**config.mk**
```make
export PLATFORM = sky130hd
export DESIGN_NAME = tmcu_sram_ctrl
export DESIGN_NICKNAME = d
export VERILOG_FILES = /design/src/rtl/tmcu_pkg.sv /design/src/rtl/tmcu_sram_be_merge.sv /design/src/rtl/tmcu_sram_ctrl.sv
export SDC_FILE = /design/constraint.sdc
export NUM_CORES = 1
export LEC_CHECK = 0
export BUFFER_PORTS_ARGS = -buffer_cell sky130_fd_sc_hd__clkbuf_2
export CAP_MARGIN = 10
export CORE_MARGIN = 2
export CORE_UTILIZATION = 25
export CTS_CLUSTER_SIZE = 40
export DETAILED_ROUTE_END_ITERATION = 10
export REMOVE_ABC_BUFFERS = 1
export SETUP_SLACK_MARGIN = 0.1
export SLEW_MARGIN = 0
export SYNTH_ARGS = -nofsm -noshare
export SYNTH_HDL_FRONTEND = slang
export SYNTH_SLANG_ARGS = --single-unit
export TNS_END_PERCENT = 10
```
**constraint.sdc**
```tcl
create_clock -name clk -period 1.7 [get_ports clk]
set_input_delay 0.255 -clock clk [delete_from_list [all_inputs] [get_ports clk]]
set_output_delay 0.255 -clock clk [all_outputs]
set_load 0.05 [all_outputs]
```
**src/rtl/tmcu_pkg.sv**
```systemverilog
// tmcu_pkg: shared types and defaults for the TMCU SRAM controller.
//   - SRAM_BASE_DEF / SRAM_BYTES_DEF : default SRAM window (base byte address, size)
//   - state_e : controller FSM states
//   - op_e    : access kind decoded when a request is accepted
//   - rsp_t   : registered response payload (rdata, err)
package tmcu_pkg;

  localparam logic [31:0] SRAM_BASE_DEF  = 32'h2000_0000;
  localparam int unsigned SRAM_BYTES_DEF = 4096;

  typedef enum logic [2:0] {
    IDLE,
    ACCESS,
    RD_CAP,
    RMW_WR,
    RSP
  } state_e;

  // OP_NONE covers everything that touches no SRAM: address/alignment errors,
  // be==0 writes and (without read-modify-write) partial writes.
  typedef enum logic [1:0] {
    OP_NONE,
    OP_RD,
    OP_WR,
    OP_RMW
  } op_e;

  typedef struct packed {
    logic [31:0] rdata;
    logic        err;
  } rsp_t;

endpackage

```
**src/rtl/tmcu_sram_be_merge.sv**
```systemverilog
// tmcu_sram_be_merge: combinational byte-enable merge for partial writes.
//   old_i    : word currently stored in SRAM
//   new_i    : write data from the request
//   be_i     : byte enables (bit n selects new_i byte n)
//   merged_o : old_i with the enabled bytes replaced by new_i
module tmcu_sram_be_merge
  import tmcu_pkg::*;
(
  input  logic [31:0] old_i,
  input  logic [31:0] new_i,
  input  logic [3:0]  be_i,
  output logic [31:0] merged_o
);

  always_comb begin
    merged_o = old_i;
    for (int unsigned i = 0; i < 4; i++) begin
      if (be_i[i]) begin
        merged_o[8*i +: 8] = new_i[8*i +: 8];
      end
    end
  end

endmodule

```
**src/rtl/tmcu_sram_ctrl.sv**
```systemverilog
// tmcu_sram_ctrl: single-outstanding request/response bridge to a synchronous SRAM.
// Build option: define TMCU_SRAM_RMW_EN to serve partial byte-enable writes as
// read-modify-write; otherwise such writes are answered with an error.
// Ports:
//   clk, rst_n                       : clock (posedge), asynchronous active-low reset
//   req_valid/req_ready              : request handshake
//   req_we, req_addr, req_wdata, req_be : request payload (byte address)
//   rsp_valid/rsp_ready              : response handshake
//   rsp_rdata, rsp_err               : response payload
//   sram_addr, sram_wdata            : SRAM byte offset within the window, write data
//   sram_rdata                       : SRAM read data, valid one edge after sram_read
//   sram_read, sram_write            : single-cycle SRAM strobes
module tmcu_sram_ctrl
  import tmcu_pkg::*;
#(
  parameter logic [31:0] SRAM_BASE  = SRAM_BASE_DEF,
  parameter int unsigned SRAM_BYTES = SRAM_BYTES_DEF
) (
  input  logic        clk,
  input  logic        rst_n,
  input  logic        req_valid,
  output logic        req_ready,
  input  logic        req_we,
  input  logic [31:0] req_addr,
  input  logic [31:0] req_wdata,
  input  logic [3:0]  req_be,
  output logic        rsp_valid,
  input  logic        rsp_ready,
  output logic [31:0] rsp_rdata,
  output logic        rsp_err,
  output logic [31:0] sram_addr,
  output logic [31:0] sram_wdata,
  input  logic [31:0] sram_rdata,
  output logic        sram_write,
  output logic        sram_read
);

  state_e      state_q, state_d;
  op_e         op_q;
  logic [31:0] off_q;
  logic [31:0] wdata_q;
  logic        err_q;
  rsp_t        rsp_q;

  logic [31:0] req_off;
  logic        in_win;
  logic        aligned;
  logic        err_dec;
  op_e         op_dec;
  logic        accept;
  logic        rd_stb;
  logic        wr_stb;
  logic [31:0] wr_word;

`ifdef TMCU_SRAM_RMW_EN
  logic [3:0]  be_q;
  logic [31:0] merged;

  tmcu_sram_be_merge u_merge (
    .old_i    (sram_rdata),
    .new_i    (wdata_q),
    .be_i     (be_q),
    .merged_o (merged)
  );
`endif

  // Decode at accept time. The window test uses the offset so that a window
  // ending at the top of the address space cannot wrap.
  always_comb begin
    req_off = req_addr - SRAM_BASE;
    in_win  = (req_addr >= SRAM_BASE) && (req_off < SRAM_BYTES);
    aligned = (req_addr[1:0] == 2'b00);
    err_dec = !(in_win && aligned);
    op_dec  = OP_NONE;
    if (!err_dec) begin
      if (!req_we) begin
        op_dec = OP_RD;
      end else if (req_be == 4'hF) begin
        op_dec = OP_WR;
      end else if (req_be != 4'h0) begin
`ifdef TMCU_SRAM_RMW_EN
        op_dec = OP_RMW;
`else
        err_dec = 1'b1;
`endif
      end
    end
  end

  assign accept = req_valid && req_ready;

  // State register
  always_ff @(posedge clk or negedge rst_n) begin
    if (!rst_n) begin
      state_q <= IDLE;
    end else begin
      state_q <= state_d;
    end
  end

  // Next-state logic
  always_comb begin
    state_d = state_q;
    case (state_q)
      IDLE: begin
        if (accept) state_d = ACCESS;
      end
      ACCESS: begin
        case (op_q)
          OP_RD:   state_d = RD_CAP;
          OP_RMW:  state_d = RMW_WR;
          default: state_d = RSP;
        endcase
      end
      RD_CAP:  state_d = RSP;
      RMW_WR:  state_d = RSP;
      RSP: begin
        if (rsp_ready) state_d = IDLE;
      end
      default: state_d = IDLE;
    endcase
  end

  // Outputs. req_ready is gated by rst_n so it reads 0 while reset is held
  // even though the state register already sits in IDLE.
  always_comb begin
    rd_stb = (state_q == ACCESS) && ((op_q == OP_RD) || (op_q == OP_RMW));
    wr_stb = (state_q == ACCESS) && (op_q == OP_WR);
    wr_word = wdata_q;
`ifdef TMCU_SRAM_RMW_EN
    if (state_q == RMW_WR) begin
      wr_stb  = 1'b1;
      wr_word = merged;
    end
`endif
    req_ready  = (state_q == IDLE) && rst_n;
    sram_read  = rd_stb;
    sram_write = wr_stb;
    sram_addr  = (rd_stb || wr_stb) ? off_q : '0;
    sram_wdata = wr_stb ? wr_word : '0;
    rsp_valid  = (state_q == RSP);
    rsp_rdata  = rsp_q.rdata;
    rsp_err    = rsp_q.err;
  end

  // Request capture and response payload
  always_ff @(posedge clk or negedge rst_n) begin
    if (!rst_n) begin
      op_q    <= OP_NONE;
      off_q   <= '0;
      wdata_q <= '0;
      err_q   <= 1'b0;
      rsp_q   <= '0;
`ifdef TMCU_SRAM_RMW_EN
      be_q    <= '0;
`endif
    end else begin
      if (accept) begin
        op_q    <= op_dec;
        off_q   <= req_off;
        wdata_q <= req_wdata;
        err_q   <= err_dec;
`ifdef TMCU_SRAM_RMW_EN
        be_q    <= req_be;
`endif
      end
      case (state_q)
        ACCESS: begin
          if ((op_q == OP_NONE) || (op_q == OP_WR)) begin
            rsp_q.rdata <= '0;
            rsp_q.err   <= err_q;
          end
        end
        RD_CAP: begin
          rsp_q.rdata <= sram_rdata;
          rsp_q.err   <= 1'b0;
        end
        RMW_WR: begin
          rsp_q.rdata <= '0;
          rsp_q.err   <= 1'b0;
        end
        default: ;
      endcase
    end
  end

endmodule

```
# Word level (Yosys, flattened, before mapping)

Index checks and enable logic that the tools add are counted.

Mux-type cells: 15
Order comparisons: 2
$add $sub $neg: 1
Reductions and logical operators: 18
Equality and inequality tests: 11

Operator list:

| operator                 | number |
|---|---|
| $pmux W33 S3             | 1 |
| $mux W32                 | 2 |
| $mux W33                 | 1 |
| $ge A32 B30 Y1 const B   | 1 |
| $lt A32 B13 Y1 const B   | 1 |
| $sub A32 B30 Y32 const B | 1 |
| $pmux W3 S4              | 1 |
| $eq A3 B2 Y1 const B     | 2 |
| $logic_and A1 B1 Y1      | 6 |
| $mux W2                  | 3 |
| $mux W3                  | 2 |
| $pmux W3 S2              | 1 |
| $eq A2 B2 Y1 const B     | 2 |
| $eq A4 B4 Y1 const B     | 1 |
| $logic_not A2 Y1         | 2 |
| $mux W1                  | 4 |
| $ne A2 B1 Y1 const B     | 2 |
| $reduce_and A2 Y1        | 2 |
| $reduce_bool A4 Y1       | 1 |
| $eq A3 B1 Y1 const B     | 1 |
| $eq A3 B3 Y1 const B     | 1 |
| $logic_not A3 Y1         | 1 |
| $logic_or A1 B1 Y1       | 3 |
| $reduce_bool A3 Y1       | 1 |
| other kinds (4)          | 4 |

Logic and storage cells: 54
Output and inout port bits: 101
Input bits: 105
Bits in registers: 103

# Longest topological paths before layout

Gate-level depths: netlist of the first run.

Depth in word-level cells: 9
Gate-level depth with buffers: 5
Gate-level depth less buffers: 5

# Least setup slack after synthesis of the first run

Ideal clock, no wire load.

Kind: register -> output
Start: reg state_q[2]
End: out sram_wdata[22]
Slack: -0.526 ns
Cell stages (with the launch flop): 5
Arrival: 1.971 ns
Buffers on the path: 1
Cells stage by stage: dfrtp_1 > nor2_1 > and4b_1 > clkbuf_1 > and2_1

Longest elaborated chain between the ends: 3

RTL lines:

| what                   | RTL line              | text |
|---|---|---|
| start, declared        | tmcu_sram_ctrl.sv:38  | `state_e state_q, state_d;` |
| start signal, assigned | tmcu_sram_ctrl.sv:97  | `state_q <= state_d;` |
| $eq A3 B1 Y1           | tmcu_sram_ctrl.sv:128 | `wr_stb = (state_q == ACCESS) && (op_q == OP_WR);` |
| $logic_and A1 B1 Y1    | tmcu_sram_ctrl.sv:128 |  |
| named net sram_write   | tmcu_sram_ctrl.sv:34  | `output logic sram_write,` |
| $mux W32               | tmcu_sram_ctrl.sv:140 | `sram_wdata = wr_stb ? wr_word : '0;` |
| end, declared          | tmcu_sram_ctrl.sv:32  | `output logic [31:0] sram_wdata,` |

The timed path passes the listed nets, and every way through them passes these cells.

# Worst setup path in the final report of the first run

Start: reg state_q[1]
End: out sram_addr[27]

Longest elaborated chain between the ends: 4
Elaborated cells on any way between the ends: 5
Classes of those cells: eq/ne (1); mux (1); reduce/logical (3)

RTL lines:

| what                                          | RTL line                                     | text |
|---|---|---|
| $eq A3 B1 Y1 (*)                              | tmcu_sram_ctrl.sv:127, tmcu_sram_ctrl.sv:128 |  |
| $logic_and A1 B1 Y1, on equally long branches | tmcu_sram_ctrl.sv:127, tmcu_sram_ctrl.sv:128 |  |
| $logic_or A1 B1 Y1 (*)                        | tmcu_sram_ctrl.sv:139                        | `sram_addr = (rd_stb \|\| wr_stb) ? off_q : '0;` |
| $mux W32 (*)                                  | tmcu_sram_ctrl.sv:139                        |  |
| end, declared                                 | tmcu_sram_ctrl.sv:31                         | `output logic [31:0] sram_addr,` |

Mark *: on every way between the ends. The rest lies on a longest branch, timed or not.

==> flow_summary.json, run 1 <==
{
  "status": "complete, but fails checks",
  "violations": "setup timing",
  "fin_crit_ns": 2.086,
  "synth.mux.area_fraction_pct": 18.59,
  "grt.busiest_layer": "met2",
  "synth-xor-area-share_pct": 0.1922,
  "p_per_area_nw_per_um2": 920.5,
  "drive_gt1_share_pct": 61.61,
  "first_iter_violations": 70,
  "clk_pin_slew_ns": 0.08,
  "crit_fanout": 8,
  "setup_viol": 131,
  "die_h_um": 139.0,
  "placed_cell_area_um2": 6266,
  "yosys_warnings": 0,
  "design.core.area_um2": 17900,
  "path_cells": "buf_6 > nor2_4 > buf_6 > o211ai_1 > buf_4 > buf_12 > nor2b_4 > buf_8",
  "synth_top_family_by_area": "multiplexers",
  "post_drt_wl_per_cell_um": 16.10,
  "crit_path_end_kind": "primary output",
  "antenna_found_initial": 0,
  "max_freq_ghz": 0.4793,
  "grtUsageMet1_pct": 16.39,
  "finalCritPeriodShare_pct": 122.7,
  "power_leakage_nw": 3.658,
  "worstSetupStartpointType": "flip-flop",
  "slew_headroom_pct": 54.53,
  "crit_type": "flip-flop to primary output",
  "area_growth_pct": 64.36,
  "reg2reg_slack_ns": -0.22,
  "synth_area_um2": 4557,
  "timing.critical_path.slowest_stage_cell": "dfrtp_1",
  "max-vdd-ir-drop_v": 0.0004189,
  "cts_sinks": 103,
  "async_flop_share_pct": 100.0,
  "final_nets": 661,
  "p_total_w": 0.006894,
  "max-clock-path-buffers": 2,
  "synth_compound_area_share_pct": 8.539,
  "synth_edf_count": 0,
  "die_x_um": 139.0,
  "ant_nets": 0,
  "io_buffers": 205,
  "report.final.hold_viol_count": 0,
  "grt_overflow": 0,
  "rsz0062_at_grt": "true",
  "grt_pass1_vias": 3851,
  "grt_first_pass_wirelength_mm": 20.34,
  "met2_usage_pct": 22.50,
  "grt_max_degree": 54,
  "via_per_inst": 4.488,
  "track_usage_pct": 13.26,
  "place_hpwl_mm": 8.600,
  "num_rows": 49,
  "cp_slowest_stage_delay_ns": 0.40,
  "synth_fa_ha_area_share_pct": 0.2746,
  "start_util_pct": 25.45,
  "io_pins": 206,
  "r2r_start": "state_q[2]",
  "synthCells": 330,
  "cts_made_buffers": 9,
  "synth.distinct_cells": 35,
  "use_met3_pct": 3.798,
  "clock_latency_ns": 0.35,
  "drcViolationCount": 0,
  "yosysSeqAreaShare_pct": 56.56,
  "crit_arrival_ns": 1.83,
  "maxCapViolCount": 0,
  "cts.htree.levels": 3,
  "avgSynthCellArea_um2": 13.81,
  "tritoncts": "built",
  "skew_ns": 0.007529,
  "crit_top_cell": "buf_6",
  "vias": 3541,
  "place_congestion": 0.8131,
  "synth-simple-area-share_pct": 12.36,
  "stdcell_area_um2": 7490,
  "r2r-end": "off_q[17]",
  "first_pass_iters": 4,
  "num_antenna_cells": 0,
  "ys_ff_latch": 103,
  "clockRootBuffer": "clkbuf_16",
  "fin_ws_ns": -0.3863,
  "finalSetupTns_ns": -34.34,
  "hold_class": "input port to asynchronous set/reset pin",
  "pre_cts_ws_ns": -0.2154,
  "ys.flop_type": "dfrtp_1",
  "final_common_cell": "clkbuf_2",
  "worst_pin_slew_ns": 0.6820,
  "dieArea_um2": 19320,
  "final_cell_mix": "136 x clkbuf_2, 103 x dfrtp_1, 45 x buf_8, 41 x mux2_4",
  "worstPathRequired_ns": 1.44,
  "fillers": 1637,
  "routed_wl_mm": 12.70,
  "final_max_slew_viol_count": 0,
  "r2r_cells": 5
}
==> final cells by class <==
class	count	area, um^2	area share (%)
Clock buffer	9	225.2	3.007
Clock inverter	7	63.81	0.8520
Inverter	6	27.53	0.3675
Multi-Input combinational cell	202	2137	28.53
Sequential cell	103	2577	34.41
Tap cell	229	286.5	3.826
Timing Repair Buffer	233	2172	29.00
==> worst max-delay path, delay by kind of cell (launching register included) <==
family / cells / cell delay, ns
DFF: 1 / 0.40
buffers and inverters: 5 / 0.73
and+or+nand+nor: 2 / 0.23
AOI/OAI and AO/OA: 1 / 0.10
==> report_power, final <==
| group | switching, W | total (W) | internal, W | leakage [nW] |
|---|---|---|---|---|
| Sequential | 0.000313 | 0.00330 | 0.00299 | 1.28 |
| Clock | 0.00102 | 0.00204 | 0.00103 | 0.143 |
| Combinational | 0.000528 | 0.00155 | 0.00102 | 2.23 |
==> Yosys cell counts, types with 2 or more instances <==
| cell type | n | share of area (%) |
|---|---|---|
| a22o_1 | 32 | 6.2 |
| and2_1 | 32 | 4.4 |
| and3_1 | 2 | 0.27 |
| buf_6 | 2 | 0.49 |
| buf_8 | 4 | 1.3 |
| clkbuf_1 | 12 | 0.99 |
| dfrtp_1 | 103 | 57 |
| inv_1 | 5 | 0.41 |
| mux2_1 | 19 | 4.7 |
| mux2_2 | 2 | 0.49 |
| mux2_4 | 40 | 13 |
| nand2_1 | 4 | 0.33 |
| nand4_1 | 2 | 0.27 |
| nor2_1 | 4 | 0.33 |
| nor2b_1 | 34 | 4.7 |
| nor4_1 | 4 | 0.55 |
| o21ai_0 | 10 | 1.1 |
| o41ai_1 | 2 | 0.38 |
==> registers in the layout (all words and copies together), names as in the netlist <==
| name | flops |
|---|---|
| err_q | 1 |
| off_q | 32 |
| op_q | 2 |
| rsp_err | 1 |
| rsp_rdata | 32 |
| state_q | 3 |
| wdata_q | 32 |
==> kinds of logic after synthesis <==
group,after synthesis
and+or+nand+nor,89
buffers and inverters,25
adders and majority gates,1
DFF,103
xor gates and xnor gates,1
muxes,62
AOI/OAI and AO/OA,49
==> worst max-delay path by stage <==
stage | from | endpoint | cells past startpoint
after floorplan | state_q[0] | rsp_rdata[0] | 2
after CTS | state_q[1] | sram_addr[12] | 8
after global routing | state_q[1] | sram_wdata[14] | 6
after detailed placement | state_q[1] | off_q[17] | 4
after global placement | state_q[1] | off_q[9] | 4
final | state_q[1] | sram_addr[27] | 8
==> metal layers <==
layer,vias up,wire [um]
li1,1617,-
met1,1785,5241
met2,126,6578
met3,13,687
met4,0,192
met5,-,0
==> repair_timing <==
| item | in CTS | in global routing |
|---|---|---|
| hold buffers | 0 | 0 |
| cloned | 3 | 0 |
| setup buffers | 5 | 1 |
| gates resized for setup | 179 | 62 |
| pin swaps | 9 | 5 |
| setup endpoints to repair | 136 | 136 |
==> metrics by stage <==
step | utilization (%) | hold WS [ns] | cells
2_1_floorplan | - | -0.04059 | 311
3_3_place_gp | 35.00 | 0.4597 | 764
3_5_place_dp | 35.00 | 0.4600 | 764
4_1_cts | 41.08 | 0.06932 | 788
5_1_grt | 41.84 | 0.09662 | 789
6_report | 41.84 | 0.04815 | 789
(Power assumes the default switching activity.)
==> run 2, diff against run 1 <==
PLACE_DENSITY = 0.5   (was unset)
SKIP_LAST_GASP = 1   (was unset)
==> flow_summary.json, run 2 (synthesized netlist as in run 1, its figures left out) <==
{
  "finalNonFillerCells": 788,
  "rsz0062_at_grt": "true",
  "max-clock-path-buffers": 2,
  "p_per_area_nw_per_um2": 954.8,
  "cts.htree.levels": 3,
  "pre_cts_ws_ns": -0.2312,
  "finalCritPeriodShare_pct": 125.3,
  "timing.critical_path.slowest_stage_cell": "or4b_4",
  "worstSetupStartpointType": "flip-flop",
  "num_antenna_cells": 0,
  "placed_cells": 764,
  "io_buffers": 205,
  "crit_type": "flip-flop to primary output",
  "clk_pin_slew_ns": 0.07,
  "maxCapViolCount": 0,
  "cts_sinks": 103,
  "grt_pass1_vias": 3629,
  "hold_class": "input port to asynchronous set/reset pin",
  "worstPathRequired_ns": 1.44,
  "setup_viol": 136,
  "first_iter_violations": 97,
  "place_congestion": 0.7007,
  "start_util_pct": 25.45,
  "max_freq_ghz": 0.4696,
  "status": "complete, but fails checks",
  "ant_nets": 0,
  "tritoncts": "built",
  "grt_overflow": 0,
  "final_nets": 661,
  "crit_top_cell": "buf_4",
  "track_usage_pct": 12.77,
  "vias": 3398,
  "fin_ws_ns": -0.4293,
  "design.core.area_um2": 17900,
  "hold_slack_ns": 0.06031,
  "cp_slowest_stage_delay_ns": 0.52,
  "max-vdd-ir-drop_v": 0.0004530,
  "violations": "setup timing",
  "skew_ns": 0.008566,
  "first_pass_iters": 4,
  "via_per_inst": 4.312,
  "crit_path_end_kind": "primary output",
  "num_rows": 49,
  "holdBufCountCts": 0,
  "report.final.hold_viol_count": 0,
  "dieArea_um2": 19320,
  "antenna_found_initial": 0,
  "drive_gt1_share_pct": 57.78,
  "die_x_um": 139.0,
  "clockRootBuffer": "clkbuf_16",
  "place_hpwl_mm": 8.684,
  "area_growth_pct": 54.45,
  "power_leakage_nw": 3.459,
  "drcViolationCount": 0,
  "crit_fanout": 6,
  "routed_wl_mm": 12.18,
  "final_cell_mix": "138 x clkbuf_2, 103 x dfrtp_1, 40 x mux2_4, 32 x and2_1, 32 x a22o_1",
  "clock_latency_ns": 0.35,
  "fin_crit_ns": 2.129,
  "r2r_cells": 5,
  "slew_headroom_pct": 54.95,
  "cts_made_buffers": 9,
  "crit_arrival_ns": 1.87,
  "final_max_slew_viol_count": 0,
  "path_cells": "buf_4 > or4b_4 > buf_4 > clkinv_2 > buf_4 > buf_12",
  "die_h_um": 139.0,
  "grt_max_degree": 54,
  "post_drt_wl_per_cell_um": 15.45,
  "worst_pin_slew_ns": 0.6757,
  "io_pins": 206,
  "grt_first_pass_wirelength_mm": 19.55,
  "final_common_cell": "clkbuf_2"
}
[run 2: what timing repair did]
| action | in CTS | in global routing |
|---|---|---|
| resized for setup | 83 | 68 |
| endpoints found under the setup margin | 136 | 136 |
| pin swaps | 1 | 0 |
| gates cloned | 2 | 0 |
| buffers inserted | 3 | 4 |
[run 2: per-layer routing]
| metal | wire length, um | global-route usage (%) | vias up |
|---|---|---|---|
| met5 | 0 | 0 | - |
| met3 | 824 | 4.593 | 11 |
| met2 | 5761 | 20.20 | 124 |
| li1 | - | - | 1612 |
| met4 | 107 | 3.030 | 0 |
| met1 | 5483 | 16.80 | 1651 |
[run 2: worst max-delay path: cells and delay by family (launching register included)]
family	cells	cell delay [ns]
buffers and inverters	5	0.60
and+or+nand+nor	1	0.52
DFF	1	0.40
[run 2: where the power goes]
group	switching, W	internal, W	leakage [nW]	total, W
logic	0.000511	0.000949	2.05	0.00146
clock network	0.000920	0.00107	0.130	0.00199
registers	0.000283	0.00299	1.28	0.00327
[run 2: cell type report]
class	count	area [um^2]
Timing Repair Buffer	233	1888
Multi-Input combinational cell	202	1978
Fill cell	1745	10860
Tap cell	229	286.5
Inverter	6	23.77
Sequential cell	103	2577
Clock buffer	11	252.7
Clock inverter	4	31.28
[run 2: per-stage QoR]
step / utilization [%] / total power (W) / TNS [ns] / cell area, um^2
6_report: 39.31 / 0.006720 / -36.14 / 7038
5_1_grt: 39.31 / 0.007112 / -47.86 / 7038
4_1_cts: 38.20 / 0.006724 / -33.99 / 6838
3_5_place_dp: 34.82 / 0.004652 / -18.62 / 6233
3_3_place_gp: 34.82 / 0.004584 / -14.30 / 6233
2_1_floorplan: - / 0.004124 / -114.09 / 4422
[run 2: worst paths after layout]
| path | slack [ns] | endpoint | from |
|---|---|---|---|
| worst max-delay path | -0.43 | req_ready | state_q[2] |
| worst min-delay path | 0.06 | off_q[0] | rst_n |
| worst max register to register | -0.22 | off_q[18] | state_q[2] |
| worst min register to register | 0.48 | off_q[3] | off_q[3] |
| max in group asynchronous | 0.52 | rsp_rdata[9] | rst_n |
| min in group clk | 0.12 | rsp_rdata[13] | sram_rdata[13] |
